## src/rtl/music_seq_ctrl_if.sv

```systemverilog
// Control, ROM and tone-generator signals of the music playback sequencer.
// The sequencer uses the slave modport; the master side drives controls and ROM data.
interface music_seq_ctrl_if;
    logic       play;
    logic       pause;
    logic       stop;
    logic [1:0] song_sel;
    logic [1:0] tempo;
    logic       loop_en;
    logic [4:0] rom_data;
    logic [8:0] rom_addr;
    logic [4:0] note;
    logic       note_valid;
    logic       playing;
    logic       paused;
    logic       beat;
    logic       done;

    modport slave (
        input  play, pause, stop, song_sel, tempo, loop_en, rom_data,
        output rom_addr, note, note_valid, playing, paused, beat, done
    );

    modport master (
        output play, pause, stop, song_sel, tempo, loop_en, rom_data,
        input  rom_addr, note, note_valid, playing, paused, beat, done
    );
endinterface

```

## src/rtl/music_seq_ctrl.sv

```systemverilog
// Music-ROM playback sequencer: steps the note address at a beat rate set by a cycle
// counter, with play/pause/stop, four song windows, looping and an articulation gap.
module music_seq_ctrl #(
    parameter int unsigned TICK_DIV   = 6250000,
    parameter int unsigned GAP_CYCLES = 625000,
    parameter int unsigned START0     = 0,
    parameter int unsigned END0       = 139,
    parameter int unsigned START1     = 140,
    parameter int unsigned END1       = 279,
    parameter int unsigned START2     = 280,
    parameter int unsigned END2       = 420,
    parameter int unsigned START3     = 421,
    parameter int unsigned END3       = 511
) (
    input logic              in_clk,
    input logic              rst,
    music_seq_ctrl_if.slave  bus
);

    localparam logic [1:0] StIdle  = 2'd0;
    localparam logic [1:0] StFetch = 2'd1;
    localparam logic [1:0] StPlay  = 2'd2;
    localparam logic [1:0] StPause = 2'd3;

    localparam logic [31:0] TickDiv = 32'(TICK_DIV);
    localparam logic [31:0] GapCyc  = 32'(GAP_CYCLES);

    logic [1:0]  r_state, w_state_d;
    logic [31:0] r_cnt, w_cnt_d;
    logic [31:0] r_per, w_per_d;
    logic [31:0] r_gap, w_gap_d;
    logic [8:0]  r_addr, w_addr_d;
    logic [1:0]  r_song, w_song_d;
    logic [4:0]  r_note, w_note_d;
    logic        r_nv, w_nv_d;
    logic        r_beat, w_beat_d;
    logic        r_done, w_done_d;
    logic        r_pend, w_pend_d;

    logic [31:0] w_per_tempo;
    logic [31:0] w_gap_tempo;
    logic [31:0] w_gap_start;
    logic [31:0] w_cnt_inc;
    logic [8:0]  w_start;
    logic [8:0]  w_end;
    logic [8:0]  w_sel_start;
    logic        w_last;
    logic        w_at_end;
    logic [4:0]  w_note_now;

    function automatic logic [8:0] song_start(input logic [1:0] s);
        case (s)
            2'd0:    song_start = 9'(START0);
            2'd1:    song_start = 9'(START1);
            2'd2:    song_start = 9'(START2);
            default: song_start = 9'(START3);
        endcase
    endfunction

    function automatic logic [8:0] song_end(input logic [1:0] s);
        case (s)
            2'd0:    song_end = 9'(END0);
            2'd1:    song_end = 9'(END1);
            2'd2:    song_end = 9'(END2);
            default: song_end = 9'(END3);
        endcase
    endfunction

    assign w_per_tempo = TickDiv >> bus.tempo;
    assign w_gap_tempo = GapCyc >> bus.tempo;
    assign w_gap_start = r_per - r_gap;
    assign w_cnt_inc   = r_cnt + 32'd1;
    assign w_start     = song_start(r_song);
    assign w_end       = song_end(r_song);
    assign w_sel_start = song_start(bus.song_sel);
    assign w_last      = (r_cnt == r_per - 32'd1);
    assign w_at_end    = (r_addr == w_end);
    // A pause taken on a beat boundary skips FETCH, so the note loads on the first pause cycle.
    assign w_note_now  = r_pend ? bus.rom_data : r_note;

    always_comb begin
        w_state_d = r_state;
        w_cnt_d   = r_cnt;
        w_per_d   = r_per;
        w_gap_d   = r_gap;
        w_addr_d  = r_addr;
        w_song_d  = r_song;
        w_note_d  = r_note;
        w_nv_d    = r_nv;
        w_beat_d  = 1'b0;
        w_done_d  = 1'b0;
        w_pend_d  = 1'b0;
        case (r_state)
            StIdle: begin
                if (bus.play) begin
                    w_song_d  = bus.song_sel;
                    w_addr_d  = w_sel_start;
                    w_cnt_d   = 32'd0;
                    w_per_d   = w_per_tempo;
                    w_gap_d   = w_gap_tempo;
                    w_nv_d    = 1'b0;
                    w_state_d = StFetch;
                end
            end
            StFetch: begin
                w_note_d = bus.rom_data;
                w_cnt_d  = 32'd1;
                if (bus.stop) begin
                    w_state_d = StIdle;
                    w_note_d  = 5'd0;
                    w_nv_d    = 1'b0;
                    w_cnt_d   = 32'd0;
                end else if (bus.pause) begin
                    w_nv_d    = 1'b0;
                    w_state_d = StPause;
                end else begin
                    w_nv_d    = (bus.rom_data != 5'd0) && (32'd1 < w_gap_start);
                    w_state_d = StPlay;
                end
            end
            StPlay: begin
                if (bus.stop) begin
                    w_state_d = StIdle;
                    w_note_d  = 5'd0;
                    w_nv_d    = 1'b0;
                    w_cnt_d   = 32'd0;
                end else if (w_last) begin
                    w_cnt_d = 32'd0;
                    w_nv_d  = 1'b0;
                    if (w_at_end && !bus.loop_en) begin
                        w_done_d  = 1'b1;
                        w_note_d  = 5'd0;
                        w_state_d = StIdle;
                    end else begin
                        // END compare covers END3 = 511 so the 9-bit increment never wraps.
                        w_addr_d  = w_at_end ? w_start : r_addr + 9'd1;
                        w_beat_d  = 1'b1;
                        w_per_d   = w_per_tempo;
                        w_gap_d   = w_gap_tempo;
                        w_pend_d  = bus.pause;
                        w_state_d = bus.pause ? StPause : StFetch;
                    end
                end else if (bus.pause) begin
                    w_nv_d    = 1'b0;
                    w_state_d = StPause;
                end else begin
                    w_cnt_d = w_cnt_inc;
                    w_nv_d  = (r_note != 5'd0) && (w_cnt_inc < w_gap_start);
                end
            end
            default: begin
                w_note_d = w_note_now;
                if (bus.stop) begin
                    w_state_d = StIdle;
                    w_note_d  = 5'd0;
                    w_nv_d    = 1'b0;
                    w_cnt_d   = 32'd0;
                end else if (bus.play) begin
                    w_nv_d    = (w_note_now != 5'd0) && (r_cnt < w_gap_start);
                    w_state_d = StPlay;
                end
            end
        endcase
    end

    always_ff @(posedge in_clk or posedge rst) begin
        if (rst) begin
            r_state <= StIdle;
            r_cnt   <= 32'd0;
            r_per   <= 32'd0;
            r_gap   <= 32'd0;
            r_addr  <= 9'd0;
            r_song  <= 2'd0;
            r_note  <= 5'd0;
            r_nv    <= 1'b0;
            r_beat  <= 1'b0;
            r_done  <= 1'b0;
            r_pend  <= 1'b0;
        end else begin
            r_state <= w_state_d;
            r_cnt   <= w_cnt_d;
            r_per   <= w_per_d;
            r_gap   <= w_gap_d;
            r_addr  <= w_addr_d;
            r_song  <= w_song_d;
            r_note  <= w_note_d;
            r_nv    <= w_nv_d;
            r_beat  <= w_beat_d;
            r_done  <= w_done_d;
            r_pend  <= w_pend_d;
        end
    end

    assign bus.rom_addr   = r_addr;
    assign bus.note       = r_note;
    assign bus.note_valid = r_nv;
    assign bus.playing    = (r_state == StFetch) || (r_state == StPlay);
    assign bus.paused     = (r_state == StPause);
    assign bus.beat       = r_beat;
    assign bus.done       = r_done;

endmodule

```

## src/flat_wrapper.sv

```systemverilog
// flat-port wrapper written by rule: the top's interface ports become plain ports
module music_seq_ctrl_flat 
#(
    parameter int unsigned TICK_DIV   = 6250000,
    parameter int unsigned GAP_CYCLES = 625000,
    parameter int unsigned START0     = 0,
    parameter int unsigned END0       = 139,
    parameter int unsigned START1     = 140,
    parameter int unsigned END1       = 279,
    parameter int unsigned START2     = 280,
    parameter int unsigned END2       = 420,
    parameter int unsigned START3     = 421,
    parameter int unsigned END3       = 511
)
  (in_clk, rst, bus_play, bus_pause, bus_stop, bus_song_sel, bus_tempo, bus_loop_en, bus_rom_data, bus_rom_addr, bus_note, bus_note_valid, bus_playing, bus_paused, bus_beat, bus_done);
  music_seq_ctrl_if bus_i ();
  input logic in_clk;
  input logic rst;
  input wire logic [$bits(bus_i.play)-1:0] bus_play;
  input wire logic [$bits(bus_i.pause)-1:0] bus_pause;
  input wire logic [$bits(bus_i.stop)-1:0] bus_stop;
  input wire logic [$bits(bus_i.song_sel)-1:0] bus_song_sel;
  input wire logic [$bits(bus_i.tempo)-1:0] bus_tempo;
  input wire logic [$bits(bus_i.loop_en)-1:0] bus_loop_en;
  input wire logic [$bits(bus_i.rom_data)-1:0] bus_rom_data;
  output wire logic [$bits(bus_i.rom_addr)-1:0] bus_rom_addr;
  output wire logic [$bits(bus_i.note)-1:0] bus_note;
  output wire logic [$bits(bus_i.note_valid)-1:0] bus_note_valid;
  output wire logic [$bits(bus_i.playing)-1:0] bus_playing;
  output wire logic [$bits(bus_i.paused)-1:0] bus_paused;
  output wire logic [$bits(bus_i.beat)-1:0] bus_beat;
  output wire logic [$bits(bus_i.done)-1:0] bus_done;
  assign bus_i.play = bus_play;
  assign bus_i.pause = bus_pause;
  assign bus_i.stop = bus_stop;
  assign bus_i.song_sel = bus_song_sel;
  assign bus_i.tempo = bus_tempo;
  assign bus_i.loop_en = bus_loop_en;
  assign bus_i.rom_data = bus_rom_data;
  assign bus_rom_addr = bus_i.rom_addr;
  assign bus_note = bus_i.note;
  assign bus_note_valid = bus_i.note_valid;
  assign bus_playing = bus_i.playing;
  assign bus_paused = bus_i.paused;
  assign bus_beat = bus_i.beat;
  assign bus_done = bus_i.done;
  music_seq_ctrl #(.TICK_DIV(TICK_DIV), .GAP_CYCLES(GAP_CYCLES), .START0(START0), .END0(END0), .START1(START1), .END1(END1), .START2(START2), .END2(END2), .START3(START3), .END3(END3)) u_core (.in_clk(in_clk), .rst(rst), .bus(bus_i));
endmodule
```

## config.mk

```make
export PLATFORM = sky130hd
export DESIGN_NAME = music_seq_ctrl_flat
export DESIGN_NICKNAME = d
export VERILOG_FILES = /design/src/rtl/music_seq_ctrl_if.sv /design/src/rtl/music_seq_ctrl.sv /design/src/flat_wrapper.sv
export SDC_FILE = /design/constraint.sdc
export NUM_CORES = 1
export LEC_CHECK = 0
export BUFFER_PORTS_ARGS = -buffer_cell sky130_fd_sc_hd__buf_2
export CELL_PAD_IN_SITES_DETAIL_PLACEMENT = 2
export CELL_PAD_IN_SITES_GLOBAL_PLACEMENT = 2
export CORE_MARGIN = 2
export CORE_UTILIZATION = 42
export DETAILED_ROUTE_END_ITERATION = 12
export GPL_ROUTABILITY_DRIVEN = 0
export PLACE_DENSITY_LB_ADDON = 0.12
export SLEW_MARGIN = 20
export SYNTH_ARGS = -nofsm -noshare
export SYNTH_HDL_FRONTEND = slang
export SYNTH_SLANG_ARGS = --single-unit
```

## constraint.sdc

```tcl
create_clock -name in_clk -period 8.1 [get_ports in_clk]
set_input_delay 0 -clock in_clk [delete_from_list [all_inputs] [get_ports in_clk]]
set_output_delay 0 -clock in_clk [all_outputs]
set_load 0.02 [all_outputs]
```

# Word level (Yosys, flattened, before mapping)
# Cells that the tools add are included.
[classes]
n_addsub = 4
n_reduce_logical = 21
n_lt_le_gt_ge = 3
n_shift = 2
bitwise_logic = 1
eq_ne = 17
n_mux = 65
[op_table]
columns = ["operator", "n"]
rows = [
  ["$mux 32", 13],
  ["$pmux 32 s2", 2],
  ["$pmux 32 s3", 1],
  ["$pmux 9 s3", 3],
  ["$lt 32x32->1", 2],
  ["$mux 9", 5],
  ["$add 32x1->32 const B", 1],
  ["$eq 32x32->1", 1],
  ["$lt 1x32->1 const A", 1],
  ["$shr 20x2->32 const A", 1],
  ["$shr 23x2->32 const A", 1],
  ["$sub 32x1->32 const B", 1],
  ["$sub 32x32->32", 1],
  ["$mux 5", 6],
  ["$mux 1", 22],
  ["$mux 2", 9],
  ["$pmux 9 s2", 1],
  ["$pmux 5 s3", 1],
  ["$reduce_bool 5->1", 3],
  ["$add 9x1->9 const B", 1],
  ["$eq 9x9->1", 1],
  ["$reduce_and 3->1", 3],
  ["$eq 2x2->1 const B", 4],
  ["$ne 4x3->1 const B", 2],
  ["other kinds (15)", 27],
]
[totals]
elab_cells = 124
in_bits = 15
out_inout_bits = 19
reg_bits = 118

# Logic depth before layout (Yosys ltp)
[depth]
depth_word = 8
mapped_depth = 23
ltp_nobuf = 21

# Worst setup path after synthesis
# Ideal clock, no wire load.
[synth_timing]
path_type = "register -> register"
start = "register u_core.r_per[21]"
end = "register u_core.r_nv (netlist: u_core.bus.note_valid)"
arrival_ps = 4598
path_stages_with_launch = 19
period_less_slack_ps = 4669
setup_ps = 70
slack_ps = 3431
path_buffers = 1
required_time_ps = 8030
cell_sequence = "dfrtp_1 > buf_1 > inv_1 > ha_1 > a21o_1 > a21o_1 > a221oi_1 > o21ai_0 > o31ai_1 > xor2_1 > ha_1 > and3_1 > nand3_1 > a21oi_1 > or3_1 > maj3_1 > maj3_1 > a311o_1 > nand4_1"
[synth_via]
elab_chain_cells = 7
word_cells_on_any_way = 17
cone_classes = "add/sub (2); order compare (3); eq/ne (1); mux (8); reduce/logical (3)"
[synth_lines]
columns = ["element", "line_no", "rtl"]
rows = [
  ["from (decl)", "music_seq_ctrl.sv:30", "logic [31:0] r_per, w_per_d;"],
  ["from (signal assigned)", "music_seq_ctrl.sv:182", "r_per <= w_per_d;"],
  ["$sub 32x32->32", "music_seq_ctrl.sv:71", "assign w_gap_start = r_per - r_gap;"],
  ["$lt 32x32->1", "music_seq_ctrl.sv:148", "w_nv_d = (r_note != 5'd0) && (w_cnt_inc < w_gap_start);"],
  ["$logic_and 1x1->1", "music_seq_ctrl.sv:148", ""],
  ["$mux 1", "music_seq_ctrl.sv:143", "end else if (bus.pause) begin"],
  ["$mux 1", "music_seq_ctrl.sv:127", "end else if (w_last) begin"],
  ["$mux 1", "music_seq_ctrl.sv:122", "if (bus.stop) begin"],
  ["$pmux 1 s3 (*)", "music_seq_ctrl.sv:93", "case (r_state)"],
  ["to (signal assigned)", "music_seq_ctrl.sv:187", "r_nv <= w_nv_d;"],
  ["to (decl)", "music_seq_ctrl.sv:35", "logic r_nv, w_nv_d;"],
]
# Every way passes the cells marked *; elsewhere a longest branch is shown, timed or not. The select of a mux whose other input is x is not followed.
# A chain may end at the register's enable or synchronous reset.

# Worst setup path in the final report
[layout_timing]
start = "register u_core.r_per[7]"
end = "register u_core.r_nv (netlist: u_core.bus.note_valid)"
# The elaborated chain is that of the path after synthesis.

==> results.toml <==
[worst_setup_path]
reg2regPathDepth = 16
required_ns = 8.40
end_kind = "flop"
path_class = "reg2reg"
r2r_end = "u_core.bus.note_valid$_DFFE_PP0P_"
rr_startpoint = "u_core.r_per[7]$_DFFE_PP0P_"
crit_path_start_kind = "flop"
path_max_fanout = 21
rrSetupSlack_ns = 2.53
worstPathArrival_ns = 5.87

[placed_design]
place_area_um2 = 7720
portBuffers = 33
dp_hpwl_mm = 21.6
pre_cts_ws_ns = 2.77

[status]
status = "finished with violations"
violations = "negative hold slack"

[cells_and_area]
nets = 1030
stdcell_area_um2 = 8130
layout-drive-gt1-share_pct = 7.90
area_growth_syn_to_layout_pct = 9.10
antenna_cells = 0

[cts]
cts_setup_buffers = 0
cts_tree = "done"
cts_buffer_depth = 2
cts_buffers = 9
clock_sinks = 69
clock-root-buffer = "clkbuf_16"
clk_pin_slew_worst_paths_ns = 0.07
insertion_delay_ns = 0.36
htree_levels = 3

[yosys]
ys_types = 71
netlist_top_cells_area = "dfrtp_1 23%, ha_1 16%, xnor2_1 5.2%"
synthXorXnorAreaFrac_pct = 8.22
yosys.area.top_type_share_pct = 23.2
synth-edff-count = 0
synth-compound-area-share_pct = 22.2
syn-cell-area_um2 = 7450
synth_top_cell_by_area = "dfrtp_1"
ys_ff_latch = 69
seq_area_frac_synth_pct = 23.2
synth_top_family_by_area = "simple AND/OR/NAND/NOR gates"
synth-adder-area-share_pct = 16.6
syn_avg_cell_area_um2 = 8.17
ys_warn_count = 0
syn_inst = 912
synth-simple-area-share_pct = 23.4
synth_commonest_cells = "96 x ha_1, 75 x nand2_1, 69 x dfrtp_1"
synthFlopType = "dfrtp_1"
synth.most_common_cell = "ha_1"
muxShareOfSynthArea_pct = 1.43
syn_nets = 1023
async_flop_share_pct = 100

[sta]
hold_violations = 55
fin_setup_tns_ns = 0
max_freq_ghz = 0.180
fin_crit_ns = 5.57
final.setup.worst_slack_ns = 2.53
rsz0062_at_grt = "false"
worstMarginPinSlew_ns = 1.02
setup_viol = 0
period_share_pct = 68.8
fin_skew_ns = 0.0129
finalMaxSlewViolations = 0
holdWs_ns = -0.0511
slew_headroom_pct = 31.2

[global_routing]
grt_pass1_vias = 7930
grt_overflow = 0
grtUsageTotal_pct = 31.3
antenna_found_initial = 0
grt_max_degree = 70
grt_pass1_wl_mm = 44.9

[detailed_routing]
vias_per_cell = 6.41
ant_nets = 0
route.detailed.drc = 0
drtIter0Drc = 418
vias = 7360
wl_mm = 28.5
wire_per_inst_um = 24.8
drt_first_pass_iters = 5

[floorplanning]
io-pin-count = 34
core_area_um2 = 17300
dieArea_um2 = 18800
row_count = 48
start_util_pct = 43.1
die_w_um = 137
die_h_um = 137

[power]
power_density_nw_per_um2 = 373
peakVddDrop_v = 0.000175
p_leak_nw = 3.77

[hold_path]
hold_path.class = "in2async"

[flow_run]
maxCapViolations = 0
worst max-delay path by stage:
stage               slack [ns]                                end  cells past startpoint                          from
floorplan                 3.43  u_core.bus.note_valid$_DFFE_PP0P_                     18  u_core.r_per[21]$_DFFE_PP0P_
global placement          2.98  u_core.bus.note_valid$_DFFE_PP0P_                     16   u_core.r_per[7]$_DFFE_PP0P_
detailed placement        2.77  u_core.bus.note_valid$_DFFE_PP0P_                     16   u_core.r_per[7]$_DFFE_PP0P_
CTS                       2.66  u_core.bus.note_valid$_DFFE_PP0P_                     16   u_core.r_per[7]$_DFFE_PP0P_
global route              2.30  u_core.bus.note_valid$_DFFE_PP0P_                     20   u_core.r_per[7]$_DFFE_PP0P_
finish                    2.53  u_core.bus.note_valid$_DFFE_PP0P_                     16   u_core.r_per[7]$_DFFE_PP0P_
state kept, by name (all words and copies together) (netlist names):
signal,cells
u_core.r_gap,3
u_core.r_pend,1
u_core.r_song,2
u_core.bus.rom_addr,9
u_core.bus.done,1
u_core.bus.note_valid,1
u_core.r_per,12
u_core.bus.beat,1
u_core.r_cnt,32
u_core.bus.note,5
u_core.r_state,2
stage by stage:
| stage | utilization [%] | instances | power, W | hold WS (ns) |
|---|---|---|---|---|
| 6_report | 47.0 | 1149 | 0.00303 | -0.0511 |
| 2_1_floorplan | - | 912 | 0.00190 | 0.0709 |
| 3_5_place_dp | 44.6 | 1123 | 0.00253 | 0.196 |
| 4_1_cts | 46.9 | 1148 | 0.00299 | 0.000839 |
| 5_1_grt | 47.0 | 1149 | 0.00325 | 0.0280 |
| 3_3_place_gp | 44.6 | 1123 | 0.00237 | 0.185 |
worst max-delay path, cell delays in order, from the launching register on:
cell and delay (ns):
dfrtp_1 0.86, ha_1 0.43, a21o_1 0.24, a21o_1 0.20
a221oi_1 0.57, o21ai_0 0.28, o31ai_1 0.33, xor2_1 0.38
ha_1 0.34, a21o_1 0.19, a211o_1 0.30, a21oi_1 0.13
a21oi_1 0.10, maj3_1 0.37, maj3_1 0.39, a311o_1 0.33
nand4_1 0.07
metal layers:
| metal | up-vias | global-route usage (%) | part of all wire (%) |
|---|---|---|---|
| met3 | 45 | 4.19 | 4.2 |
| met5 | - | 0 | 0 |
| met2 | 171 | 52.5 | 48 |
| li1 | 3352 | - | - |
| met1 | 3792 | 40.9 | 45 |
| met4 | 0 | 11.9 | 2.9 |
timing repair:
action	4_1_cts	5_1_grt
endpoints found under the hold margin	9	0
gates resized for setup	0	0
hold buffers	9	0
logic make-up (layout without fill, tap and decap cells):
family	count (synthesis)	in the layout
AOI/OAI and AO/OA	243	243
xor gates and xnor gates	70	70
adders and majority gates	100	100
buffers and inverters	91	103
DFF	69	69
muxes	10	10
and+or+nand+nor	329	329
cell usage in the layout (no fill, tap or decap), types with 6 or more instances in the layout:
cell / count
a211o_1: 6
nor2b_1: 9
o21bai_1: 7
inv_1: 40
nor3_1: 22
or3_1: 16
xnor2_1: 44
nor2_1: 61
and3_1: 16
buf_2: 33
dfrtp_1: 69
nand4_1: 21
nor3b_1: 6
o21a_1: 8
nand3_1: 37
xor2_1: 26
a21o_1: 39
a211oi_1: 7
or4_1: 6
a22o_1: 20
nand2_1: 75
nand2b_1: 16
dlygate4sd3_1: 9
a21oi_1: 57
o21ai_0: 51
nor4_1: 12
clkbuf_16: 9
ha_1: 96
report_power, final:
group | total, W | internal (W) | switching [W]
combinational | 0.00204 | 0.000720 | 0.00132
sequential | 0.000569 | 0.000416 | 0.000154
clock | 0.000427 | 0.000240 | 0.000187
cell type report:
class	instances	area, µm²
tap	225	282
timing repair buffer	46	305
sequential	69	1730
clock inverter	7	73.8
fill	1943	9160
multi-input combinational	752	5370
inverter	41	154
clock buffer	9	225
Note: power is estimated with default switching activity, not from simulation.
